<file path="config.mk">
export PLATFORM = sky130hd
export DESIGN_NAME = lowpass_div_arbiter
export DESIGN_NICKNAME = d
export VERILOG_FILES = /design/src/rtl/lowpass_div_arbiter.sv
export SDC_FILE = /design/constraint.sdc
export NUM_CORES = 1
export LEC_CHECK = 0
export CAP_MARGIN = 20
export CORE_AREA = 2 2 206 208
export DETAILED_ROUTE_END_ITERATION = 7
export DIE_AREA = 0 0 208 210
export PLACE_DENSITY = 0.63
export SETUP_SLACK_MARGIN = 0.1
export SLEW_MARGIN = 25
export SYNTH_ARGS = -nofsm -noshare
export SYNTH_HDL_FRONTEND = slang
export SYNTH_SLANG_ARGS = --single-unit
</file>
<file path="constraint.sdc">
create_clock -name clk_i -period 3.14 [get_ports clk_i]
set_clock_uncertainty 0.05 [all_clocks]
set_input_delay 0.628 -clock clk_i [delete_from_list [all_inputs] [get_ports clk_i]]
set_output_delay 0.628 -clock clk_i [all_outputs]
set_load 0.005 [all_outputs]
</file>
<file path="src/rtl/lowpass_div_arbiter.sv">
// rtl/lowpass_div_arbiter.sv - round-robin sharing of one pipelined divider among CH_NUM moving-average channels
// Optional feature macro: LP_ARB_ERR_CHECK_EN builds the ovf_flag_o / tag_err_o detection logic.
module lowpass_div_arbiter #(
    parameter int CH_NUM      = 4,
    parameter int DIV_LATENCY = 28,
    parameter int DATA_WIDTH  = 16
) (
    input  logic                         clk_i,
    input  logic                         rst_i,
    input  logic                         laser_start_i,
    input  logic [CH_NUM-1:0]            req_vld_i,
    input  logic [CH_NUM*24-1:0]         req_dividend_i,
    input  logic [CH_NUM*8-1:0]          req_divisor_i,
    output logic                         m_div_vld_o,
    output logic [23:0]                  m_div_dividend_o,
    output logic [7:0]                   m_div_divisor_o,
    input  logic                         s_div_vld_i,
    input  logic [31:0]                  s_div_data_i,
    output logic [CH_NUM-1:0]            lp_vld_o,
    output logic [CH_NUM*DATA_WIDTH-1:0] lp_data_o,
    output logic [CH_NUM-1:0]            ovf_flag_o,
    output logic                         tag_err_o
);
    localparam int CW = (CH_NUM > 1) ? $clog2(CH_NUM) : 1;

    // Per-channel pending request holding registers
    logic [CH_NUM-1:0]            pend_q, pend_d;
    logic [CH_NUM-1:0][23:0]      dvd_q, dvd_d;
    logic [CH_NUM-1:0][7:0]       dsr_q, dsr_d;
    logic [CW-1:0]                ptr_q, ptr_d;

    // Registered divider issue stage, with the tag of the issuing channel
    logic                         m_vld_q, m_vld_d;
    logic [23:0]                  m_dvd_q, m_dvd_d;
    logic [7:0]                   m_dsr_q, m_dsr_d;
    logic [CW-1:0]                m_ch_q, m_ch_d;

    // Tag pipeline that mirrors the divider latency
    logic [DIV_LATENCY-1:0]           tag_vld_q, tag_vld_d;
    logic [DIV_LATENCY-1:0][CW-1:0]   tag_ch_q, tag_ch_d;
    logic                             tag_out_vld;
    logic [CW-1:0]                    tag_out_ch;

    // Result outputs
    logic [CH_NUM-1:0]                  lp_vld_q, lp_vld_d;
    logic [CH_NUM-1:0][DATA_WIDTH-1:0]  lp_data_q, lp_data_d;

    // Arbiter results
    logic [CH_NUM-1:0]            gnt_oh;
    logic [CW-1:0]                gnt_idx;
    logic [CW-1:0]                scan_idx;
    logic                         gnt_vld;

    // Only the quotient slice of the divider word is routed; the rest is ignored
    logic                         unused_div_bits;
    assign unused_div_bits = ^s_div_data_i;

    assign tag_out_vld = tag_vld_q[DIV_LATENCY-1];
    assign tag_out_ch  = tag_ch_q[DIV_LATENCY-1];

    // Round-robin search: the lowest offset from ptr_q with a pending request wins
    always_comb begin
        gnt_oh   = '0;
        gnt_idx  = '0;
        scan_idx = '0;
        for (int i = CH_NUM - 1; i >= 0; i--) begin
            scan_idx = CW'((int'(ptr_q) + i) % CH_NUM);
            if (pend_q[scan_idx]) begin
                gnt_oh           = '0;
                gnt_oh[scan_idx] = 1'b1;
                gnt_idx          = scan_idx;
            end
        end
    end

    assign gnt_vld = |gnt_oh;

    // Pending register update and divider issue; a flush drops all pending work
    always_comb begin
        pend_d  = pend_q;
        dvd_d   = dvd_q;
        dsr_d   = dsr_q;
        ptr_d   = ptr_q;
        m_vld_d = 1'b0;
        m_dvd_d = m_dvd_q;
        m_dsr_d = m_dsr_q;
        m_ch_d  = m_ch_q;
        if (!laser_start_i) begin
            pend_d = '0;
        end else begin
            // A grant clears the bit, a same-edge request re-arms it with new data
            pend_d = pend_q & ~gnt_oh;
            for (int k = 0; k < CH_NUM; k++) begin
                if (req_vld_i[k]) begin
                    pend_d[k] = 1'b1;
                    dvd_d[k]  = req_dividend_i[24*k +: 24];
                    dsr_d[k]  = req_divisor_i[8*k +: 8];
                end
            end
            if (gnt_vld) begin
                m_vld_d = 1'b1;
                m_dvd_d = dvd_q[gnt_idx];
                // The divider cannot take a zero divisor; substitute 1
                m_dsr_d = (dsr_q[gnt_idx] == 8'd0) ? 8'd1 : dsr_q[gnt_idx];
                m_ch_d  = gnt_idx;
                ptr_d   = (gnt_idx == CW'(CH_NUM - 1)) ? '0 : gnt_idx + 1'b1;
            end
        end
    end

    // Tag shift and result routing back to the owning channel
    always_comb begin
        tag_vld_d[0] = m_vld_q;
        tag_ch_d[0]  = m_ch_q;
        for (int i = 1; i < DIV_LATENCY; i++) begin
            tag_vld_d[i] = tag_vld_q[i-1];
            tag_ch_d[i]  = tag_ch_q[i-1];
        end
        lp_vld_d  = '0;
        lp_data_d = lp_data_q;
        if (!laser_start_i) begin
            tag_vld_d = '0;
        end else if (s_div_vld_i && tag_out_vld) begin
            lp_vld_d[tag_out_ch]  = 1'b1;
            lp_data_d[tag_out_ch] = s_div_data_i[8 +: DATA_WIDTH];
        end
    end

    // State registers with synchronous reset
    always_ff @(posedge clk_i) begin
        if (rst_i) begin
            pend_q    <= '0;
            dvd_q     <= '0;
            dsr_q     <= '0;
            ptr_q     <= '0;
            m_vld_q   <= 1'b0;
            m_dvd_q   <= '0;
            m_dsr_q   <= '0;
            m_ch_q    <= '0;
            tag_vld_q <= '0;
            tag_ch_q  <= '0;
            lp_vld_q  <= '0;
            lp_data_q <= '0;
        end else begin
            pend_q    <= pend_d;
            dvd_q     <= dvd_d;
            dsr_q     <= dsr_d;
            ptr_q     <= ptr_d;
            m_vld_q   <= m_vld_d;
            m_dvd_q   <= m_dvd_d;
            m_dsr_q   <= m_dsr_d;
            m_ch_q    <= m_ch_d;
            tag_vld_q <= tag_vld_d;
            tag_ch_q  <= tag_ch_d;
            lp_vld_q  <= lp_vld_d;
            lp_data_q <= lp_data_d;
        end
    end

    assign m_div_vld_o      = m_vld_q;
    assign m_div_dividend_o = m_dvd_q;
    assign m_div_divisor_o  = m_dsr_q;
    assign lp_vld_o         = lp_vld_q;
    assign lp_data_o        = lp_data_q;

`ifdef LP_ARB_ERR_CHECK_EN
    logic [CH_NUM-1:0] ovf_q, ovf_d;
    logic              tag_err_q, tag_err_d;

    // Sticky error detection; a flush holds the flags and suppresses new ones
    always_comb begin
        ovf_d     = ovf_q;
        tag_err_d = tag_err_q;
        if (laser_start_i) begin
            ovf_d = ovf_q | (req_vld_i & pend_q & ~gnt_oh);
            if (s_div_vld_i && !tag_out_vld) begin
                tag_err_d = 1'b1;
            end
        end
    end

    // Flag registers, cleared only by reset
    always_ff @(posedge clk_i) begin
        if (rst_i) begin
            ovf_q     <= '0;
            tag_err_q <= 1'b0;
        end else begin
            ovf_q     <= ovf_d;
            tag_err_q <= tag_err_d;
        end
    end

    assign ovf_flag_o = ovf_q;
    assign tag_err_o  = tag_err_q;
`else
    assign ovf_flag_o = '0;
    assign tag_err_o  = 1'b0;
`endif

endmodule

</file>
# --- Word level (Yosys, flattened, before mapping) ---
# Index checks and enable logic that the tools add are counted.
totals:
  ff_bits: 321
  elab_cells: 124
  out_inout_bits: 106
  in_bits: 168
classes:
  reduce_logical: 16
  magnitude_cmp: 11
  n_eq_ne: 1
  muxes: 40
  add_sub_neg: 4
  bitwise_logic: 4
op_table:
  columns: ["operator", "count"]
  rows:
  - ["bitwise mux 64 bit", 1]
  - ["binary-select mux 24 bit (select 2 bit)", 1]
  - ["demux 16 bit (select 2 bit)", 1]
  - ["two-way mux 24 bit", 1]
  - ["< comparator 2 x 3 -> 1 bit, second input constant", 6]
  - ["binary-select mux 8 bit (select 2 bit)", 1]
  - ["two-way mux 16 bit", 1]
  - ["two-way mux 4 bit", 4]
  - ["two-way mux 8 bit", 2]
  - ["two-way mux 1 bit", 14]
  - ["AND reduction 2 bit", 6]
  - ["demux 1 bit (select 2 bit)", 5]
  - [">= comparator 2 x 1 -> 1 bit, second input constant", 5]
  - ["two-way mux 2 bit", 5]
  - ["binary-select mux 1 bit (select 2 bit)", 4]
  - ["zero test 8 bit", 1]
  - ["logical AND 1 bit", 6]
  - ["adder 2 x 1 -> 2 bit, second input constant", 2]
  - ["adder 2 bit, second input constant", 2]
  - ["bitwise AND 4 bit", 1]
  - ["NOT 4 bit", 1]
  - ["OR reduction 4 bit", 1]
  - ["OR reduction 3 bit", 1]
  - ["== test 2 bit, second input constant", 1]
  - ["2 further kinds", 3]

# --- Logic depth before layout (Yosys ltp) ---
# Gate-level depths: netlist of run 1.
depth:
  ltp_word: 12
  mapped_depth: 13
  ltp_nobuf: 10

# --- Least setup slack after synthesis of run 1 ---
# Ideal clock, no wire load.
synth_path:
  kind: "register -> register"
  startpoint: "register ptr_q[0]"
  endpoint: "register m_ch_q[1]"
  slack_ns: -0.097
  setup_time_ns: 0.128
  t_required_ns: 2.962
  stages_incl_launch_ff: 12
  synth_period_minus_slack_ns: 3.237
  t_arrival_ns: 3.059
  cell_sequence: "dfxtp_1 inv_1 ha_1 buf_2 mux4_2 a22oi_1 a21oi_1 a21o_1 o41ai_4 buf_6 mux2i_1 nor2_1"
synth_via:
  elab_chain_cells: 11
  elab_cells_between_ends: 41
  classes_between: "add/sub (3); order compare (8); mux (24); reduce/logical (6)"
synth_lines:
  columns: ["element", "line_no", "rtl"]
  rows:
  - ["start: declaration", "30", "logic [CW-1:0] ptr_q, ptr_d;"]
  - ["start signal: assignment", "148", "ptr_q <= ptr_d;"]
  - ["adder 2 bit", "67", "scan_idx = CW'((int'(ptr_q) + i) % CH_NUM);"]
  - ["< comparator 2 x 3 -> 1 bit (not written as such) or >= comparator 2 x 1 -> 1 bit (tied branches)", "70", "gnt_oh[scan_idx] = 1'b1;"]
  - ["logical AND 1 bit (not written as such)", "70", null]
  - ["two-way mux 1 bit (not written as such)", "70", null]
  - ["demux 1 bit (select 2 bit)", "70", null]
  - ["two-way mux 4 bit (4 in series)", "68", "if (pend_q[scan_idx]) begin"]
  - ["OR reduction 4 bit", "76", "assign gnt_vld = |gnt_oh;"]
  - ["AND reduction 2 bit (no line)", null, null]
  - ["end signal: assignment", "152", "m_ch_q <= m_ch_d;"]
  - ["end: declaration", "36", "logic [CW-1:0] m_ch_q, m_ch_d;"]
# Parallel ways exist; a longest one is shown, timed or not. The select of a mux whose other input is x is not followed.
# A chain may end at the register's enable or synchronous reset.

# --- Worst setup path after layout of run 1 ---
layout_path:
  startpoint: "register ptr_q[1]"
  endpoint: "register ptr_q[0]"
layout_via:
  elab_chain_cells: 11
  elab_cells_between_ends: 44
  classes_between: "add/sub (4); order compare (8); eq/ne (1); mux (25); reduce/logical (6)"
layout_lines:
  columns: ["element", "line_no"]
  rows:
  - ["adder 2 bit", "67"]
  - ["< comparator 2 x 3 -> 1 bit (not written as such) or >= comparator 2 x 1 -> 1 bit (tied branches)", "70"]
  - ["logical AND 1 bit (not written as such)", "70"]
  - ["two-way mux 1 bit (not written as such)", "70"]
  - ["demux 1 bit (select 2 bit)", "70"]
  - ["two-way mux 4 bit (4 in series)", "68"]
  - ["OR reduction 4 bit", "76"]
  - ["AND reduction 2 bit (no line)", null]
# Parallel ways exist; a longest one is shown, timed or not. The select of a mux whose other input is x is not followed.

==> out/qor.csv, run 1 <==
metric;value;unit
setup_viol;0;
rows;75;
avgSynthCellArea;8.605;um2
async_reset_ff_frac;0;
synth_xor_area_frac;0.0007344;
die-area;43680;um2
cp_slowest_cell;mux4_2;
fmax;0.3351;GHz
hold_viol;0;
grt.total_usage;0.1517;
cp.arrival;3.31;ns
antenna_found_initial;4;
gp_congestion;0.8126;
wire_per_inst;15.77;um
clkLatencyLatePin;0.52;ns
maxSlewHeadroom;0.5216;
wirelength;34500;um
fill_cells;4177;
fin_crit_sh;0.9505;
critPathMaxFanout;7;
status;finished, final reports clean;
ys.flop_type;dfxtp_1;
syn_area;11930;um2
critical_path_class;reg -> reg;
cts_tree;done;
cts.clk_slew.worst_paths;0.06;ns
synth_seq_area_share;0.5388;
port_buffers;252;
worst_pin_slew;0.7176;ns
coreArea;41480;um2
peakVddDrop;0.3328;mV
drt_iter0_drc;450;
ys_seq_elements;321;
numCtsBuffers;35;
synth_fa_ha_area_frac;0.008393;
overflow;0;
grt_pass1_vias;9871;
drtPass1Iterations;5;
cts_root_buf;clkbuf_16;
startpoint_type;flop;
final_cell_mix;nand2_1, dfxtp_1, clkdlybuf4s50_1;
grt_max_degree;109;
vias_per_cell;4.633;
dp_hpwl;24040;um
clock_sinks;321;
htree_levels;2;
maxSlewViolCount;0;
grt_pass1_wl;53210;um
ant_nets;0;
path_buf_inv;3;
p_leak;6.044;nW
end_kind;flop;
finalCriticalPeriod;2.985;ns
ys_types;45;
synth_mux_area_frac;0.05508;
hold_path.class;reg -> reg;
ioPinCount;274;
worstPathRequired;3.47;ns
cts_buffer_depth;3;
power_density;688.0;nW/um2
synth_top_family_by_area;simple AND/OR/NAND/NOR gates;
die_w;208;um
yosysWarningCount;0;
area_delta_synth_final;37.96;%
maxCapViolations;0;
vias;10140;
synth_edf_count;0;
path_cells;inv_4, ha_4, mux4_2, a22oi_2, a21oi_2, a21o_1, o41ai_4, buf_6, buf_12, mux2i_2, nor2_1;
whs;0.3760;ns
rsz0062_at_grt;true;
synthCells;1386;
layout-drive-gt1-share;0.08384;
fp.dieH;210;um
layout.nets;1800;
final_common_cell;nand2_1;
drc;0;
finalSetupTns;0;ns
synth-compound-area-share;0.1417;
start_util;0.2875;
cpPeakStageDelay;0.63;ns
path_delay_family;compound AO/OA/AOI/OAI gates;
synth-simple-area-share;0.2130;
==> sequential cells by signal (all words and copies together) (netlist names) <==
name / cells
dsr_q: 32
tag_ch_d: 54
tag_vld_q: 28
ptr_q: 2
lp_data_o: 64
dvd_q: 96
m_ch_q: 2
m_div_dividend_o: 24
tag_out_ch: 2
lp_vld_o: 4
m_div_vld_o: 1
pend_q: 4
m_div_divisor_o: 8
==> area by class of cell <==
| cell class | count | area (um2) | area share |
|---|---|---|---|
| flip-flops and latches | 321 | 6431 | 0.3909 |
| multi-input cells | 952 | 5124 | 0.3114 |
| repair buffers | 307 | 3077 | 0.1870 |
| clock buffers | 48 | 974.7 | 0.05924 |
| well taps | 539 | 674.4 | 0.04099 |
| clock inverters | 11 | 136.4 | 0.008289 |
| inverters | 7 | 28.78 | 0.001749 |
| diodes | 3 | 7.507 | 0.0004563 |
==> power breakdown <==
group	switching [mW]	total [mW]	internal [mW]
Combinational	1.49	2.87	1.39
Clock	1.61	4.03	2.41
Sequential	0.134	4.42	4.29
==> cell usage after synthesis, drive strengths merged (2+ instances only) <==
master	n	area, um2
a211o	24	210.2
a211oi	27	202.7
a21o	4	30.03
a21oi	226	1135
a22oi	4	30.03
and2	33	206.5
and3	2	12.51
buf	26	158.9
clkbuf	84	315.3
dfxtp	321	6426
ha	8	100.1
inv	7	26.28
mux2i	60	600.6
mux4	2	45.04
nand2	414	1554
nand2b	4	25.02
nand3	2	10.01
nor2	30	112.6
nor2b	84	525.5
nor3	4	25.02
==> stage by stage <==
step	power (mW)	instance area, um2	std cells	worst slack [ns]	util
5_1_grt	11.84	16450	2188	0.03530	0.3967
3_3_place_gp	7.073	15110	2118	0.04589	0.3644
6_report	11.32	16450	2188	0.1554	0.3967
3_5_place_dp	7.116	15110	2118	-0.02733	0.3644
4_1_cts	11.21	16260	2178	0.07713	0.3919
2_1_floorplan	5.929	11950	1390	0.1017	-
==> worst register-to-register path: cells and delay by family (launching register included) <==
| family | cells | cell delay, ns |
|---|---|---|
| multiplexers | 2 | 0.83 |
| buffers and inverters | 3 | 0.40 |
| AND/OR/NAND/NOR | 1 | 0.05 |
| AO/OA/AOI/OAI | 4 | 0.90 |
| adder cells (fa/ha/maj) | 1 | 0.26 |
| flip-flops | 1 | 0.35 |
==> kinds of logic after synthesis <==
group,Yosys count
AOI/OAI and AO/OA,293
xor gates and xnor gates,1
adders and majority gates,8
buffers and inverters,117
DFF,321
muxes,63
other,1
and+or+nand+nor,582
==> repair_timing <==
action / 4_1_cts / 5_1_grt
cloned: 0 / 2
hold endpoints to repair: 0 / 0
endpoints found under the setup margin: 27 / 36
pin swaps: 1 / 7
setup buffers: 1 / 5
hold buffers: 0 / 0
resized for setup: 7 / 22
==> worst paths after layout <==
| kind | cells past startpoint | startpoint | to | slack [ns] |
|---|---|---|---|---|
| hold / removal | 1 | tag_vld_q[11]$_SDFF_PP0_ | tag_vld_q[12]$_SDFF_PP0_ | 0.38 |
| hold reg to reg | 1 | tag_vld_q[11]$_SDFF_PP0_ | tag_vld_q[12]$_SDFF_PP0_ | 0.38 |
| setup / recovery | 11 | ptr_q[1]$_SDFFE_PP0P_ | ptr_q[0]$_SDFFE_PP0P_ | 0.16 |
| setup reg to reg | 11 | ptr_q[1]$_SDFFE_PP0P_ | ptr_q[0]$_SDFFE_PP0P_ | 0.16 |
==> per-layer routing <==
layer  vias to the layer above  GRT usage  routed length, um
met3                        64    0.02846               2020
met1                      4748     0.1982              15320
met5                         -          0                 13
met4                         2    0.05747                999
li1                       5013          -                  -
met2                       311     0.2493              16150
Power figures use the tool's default switching activity.
==> inputs of run 2 (changes only) <==
--- a/config.mk
+++ b/config.mk
@@ -5,12 +5,11 @@
 export SDC_FILE = /design/constraint.sdc
 export NUM_CORES = 1
 export LEC_CHECK = 0
-export CAP_MARGIN = 20
+export CAP_MARGIN = 0
 export CORE_AREA = 2 2 206 208
 export DETAILED_ROUTE_END_ITERATION = 7
 export DIE_AREA = 0 0 208 210
-export PLACE_DENSITY = 0.63
-export SETUP_SLACK_MARGIN = 0.1
+export SETUP_SLACK_MARGIN = 0.5
 export SLEW_MARGIN = 25
 export SYNTH_ARGS = -nofsm -noshare
 export SYNTH_HDL_FRONTEND = slang
==> out/qor.csv, run 2 (synthesis gave the netlist of run 1 again) <==
metric;value;unit;change
gp_congestion;0.8084;;-0.52%
busiest_layer;met2;;
maxSlewViolCount;0;;unchanged
maxSlewHeadroom;0.5229;;+0.001271
cts_buffer_depth;3;;unchanged
numCtsBuffers;36;;+2.9%
path_buf_inv;4;;+1
hold_path_depth;1;;unchanged
clock_sinks;321;;unchanged
grt_use_met1;0.2147;;+0.01651
layout.nets;1821;;+1.2%
grt_pass1_vias;9945;;+0.75%
start_util;0.2875;;unchanged
end_kind;flop;;
rsz0062_at_grt;true;;
whs;0.3738;ns;-0.002206 ns
ant_nets;0;;unchanged
clkLatencyLatePin;0.54;ns;+0.02 ns
wire_per_inst;16.95;um;+7.5%
gr-usage-met2;0.2682;;+0.01890
area_delta_synth_final;45.20;%;
largest_reg_flops;96;;unchanged
r2r_setup_slack;0.09;ns;-0.06 ns
power_density;744.4;nW/um2;+8.2%
drtPass1Iterations;5;;unchanged
cp.depth;10;;-1
finalPower;12.89;mW;+14%
vias_per_cell;4.624;;-0.20%
cts.clk_slew.worst_paths;0.06;ns;about the same
ioPinCount;274;;unchanged
wirelength;37430;um;+8.5%
setup_viol;0;;unchanged
grt_pass1_wl;55940;um;+5.1%
htree_levels;2;;unchanged
reg2reg_depth;10;;-1
layout-drive-gt1-share;0.1180;;+0.03420
path_delay_family;compound AO/OA/AOI/OAI gates;;
overflow;0;;unchanged
cp_slowest_cell;mux4_2;;
cts_root_buf;clkbuf_16;;
cpPeakStageDelay;0.62;ns;about the same
fmax;0.3282;GHz;-2.1%
peakVddDrop;0.3287;mV;-1.2%
die-area;43680;um2;unchanged
finalSetupTns;0;ns;unchanged
drt_iter0_drc;596;;+32%
rows;75;;unchanged
drc;0;;unchanged
port_buffers;252;;unchanged
critPathMaxFanout;9;;+2
grt_max_degree;99;;-9.2%
hold_path.class;reg -> reg;;
largest-register;dvd_q;;
grt.total_usage;0.1622;;+0.01055
final_cell_mix;nand2_1, dfxtp_1, clkdlybuf4s50_1;;
p_leak;6.392;nW;+5.8%
die_w;208;um;unchanged
dp_hpwl;23560;um;-2.0%
cts_hold_buf;0;;unchanged
maxCapViolations;0;;unchanged
cts_tree;done;;
worst_pin_slew;0.7157;ns;-0.001906 ns
antenna_found_initial;1;;-3
cp.arrival;3.39;ns;+0.08 ns
hold_viol;0;;unchanged
critical_path_class;reg -> reg;;
fp.dieH;210;um;unchanged
num_antenna_cells;0;;-3
fill_cells;4102;;-1.8%
coreArea;41480;um2;unchanged
startpoint_type;flop;;
final_common_cell;nand2_1;;
fin_crit_sh;0.9705;;+0.02000
status;finished, final reports clean;;
vias;10210;;+0.71%
worstPathRequired;3.49;ns;+0.02 ns
path_cells;inv_6, ha_4, mux4_2, buf_6, o32a_4, buf_16, a211oi_1, buf_4, a211o_1, a21oi_2;;
met3_usage;0.03010;;+0.001639
finalCriticalPeriod;3.047;ns;+0.06281 ns
## run 2: cell count changes in the layout (fill, tap and decap cells not counted), sizes merged
cell,change
clkbuf,+1
clkinv,+3
bufinv,+1
buf,+16
diode,-3
inv,-1
bufbuf,+3
## run 2: power breakdown
group / total, mW / internal, mW / switching [mW]
Sequential: 4.43 / 4.29 / 0.140
Clock: 4.47 / 2.76 / 1.71
Combinational: 3.99 / 2.11 / 1.88
## run 2: area by class of cell
class	count	area [um2]	share of cell area
flip-flops and latches	321	6434	0.3715
multi-input cells	952	5294	0.3057
repair buffers	327	3602	0.2080
clock buffers	48	1089	0.06286
well taps	539	674.4	0.03895
clock inverters	14	187.7	0.01084
inverters	7	36.28	0.002095
## run 2: worst paths after layout
check / start / endpoint
max reg2reg: ptr_q[0]$_SDFFE_PP0P_ / m_div_dividend_o[17]$_SDFFE_PP0P_
max: ptr_q[0]$_SDFFE_PP0P_ / m_div_dividend_o[17]$_SDFFE_PP0P_
min: tag_ch_d[21]$_SDFF_PP0_ / tag_ch_d[23]$_SDFF_PP0_
min reg2reg: tag_ch_d[21]$_SDFF_PP0_ / tag_ch_d[23]$_SDFF_PP0_
## run 2: per-layer routing
| layer | part of all wire | wire, um |
|---|---|---|
| met5 | 0.00043 | 16 |
| met4 | 0.019 | 718 |
| met3 | 0.051 | 1924 |
| met2 | 0.47 | 17510 |
| met1 | 0.46 | 17260 |
## run 2: through the flow
step | std cells | util | setup slack [ns] | area (um2)
2_1_floorplan | 1390 | - | 0.2105 | 11980
5_1_grt | 2208 | 0.4175 | 0.06713 | 17320
6_report | 2208 | 0.4175 | 0.09263 | 17320
3_3_place_gp | 2110 | 0.3647 | 0.1218 | 15130
3_5_place_dp | 2110 | 0.3647 | 0.04918 | 15130
4_1_cts | 2198 | 0.4110 | 0.1898 | 17050
## run 2: what timing repair did
action / CTS / global route
gates resized for setup: 49 / 21
setup endpoints to repair: 37 / 37
pin swaps: 11 / 22
cloned: 9 / 6
setup buffers: 17 / 4
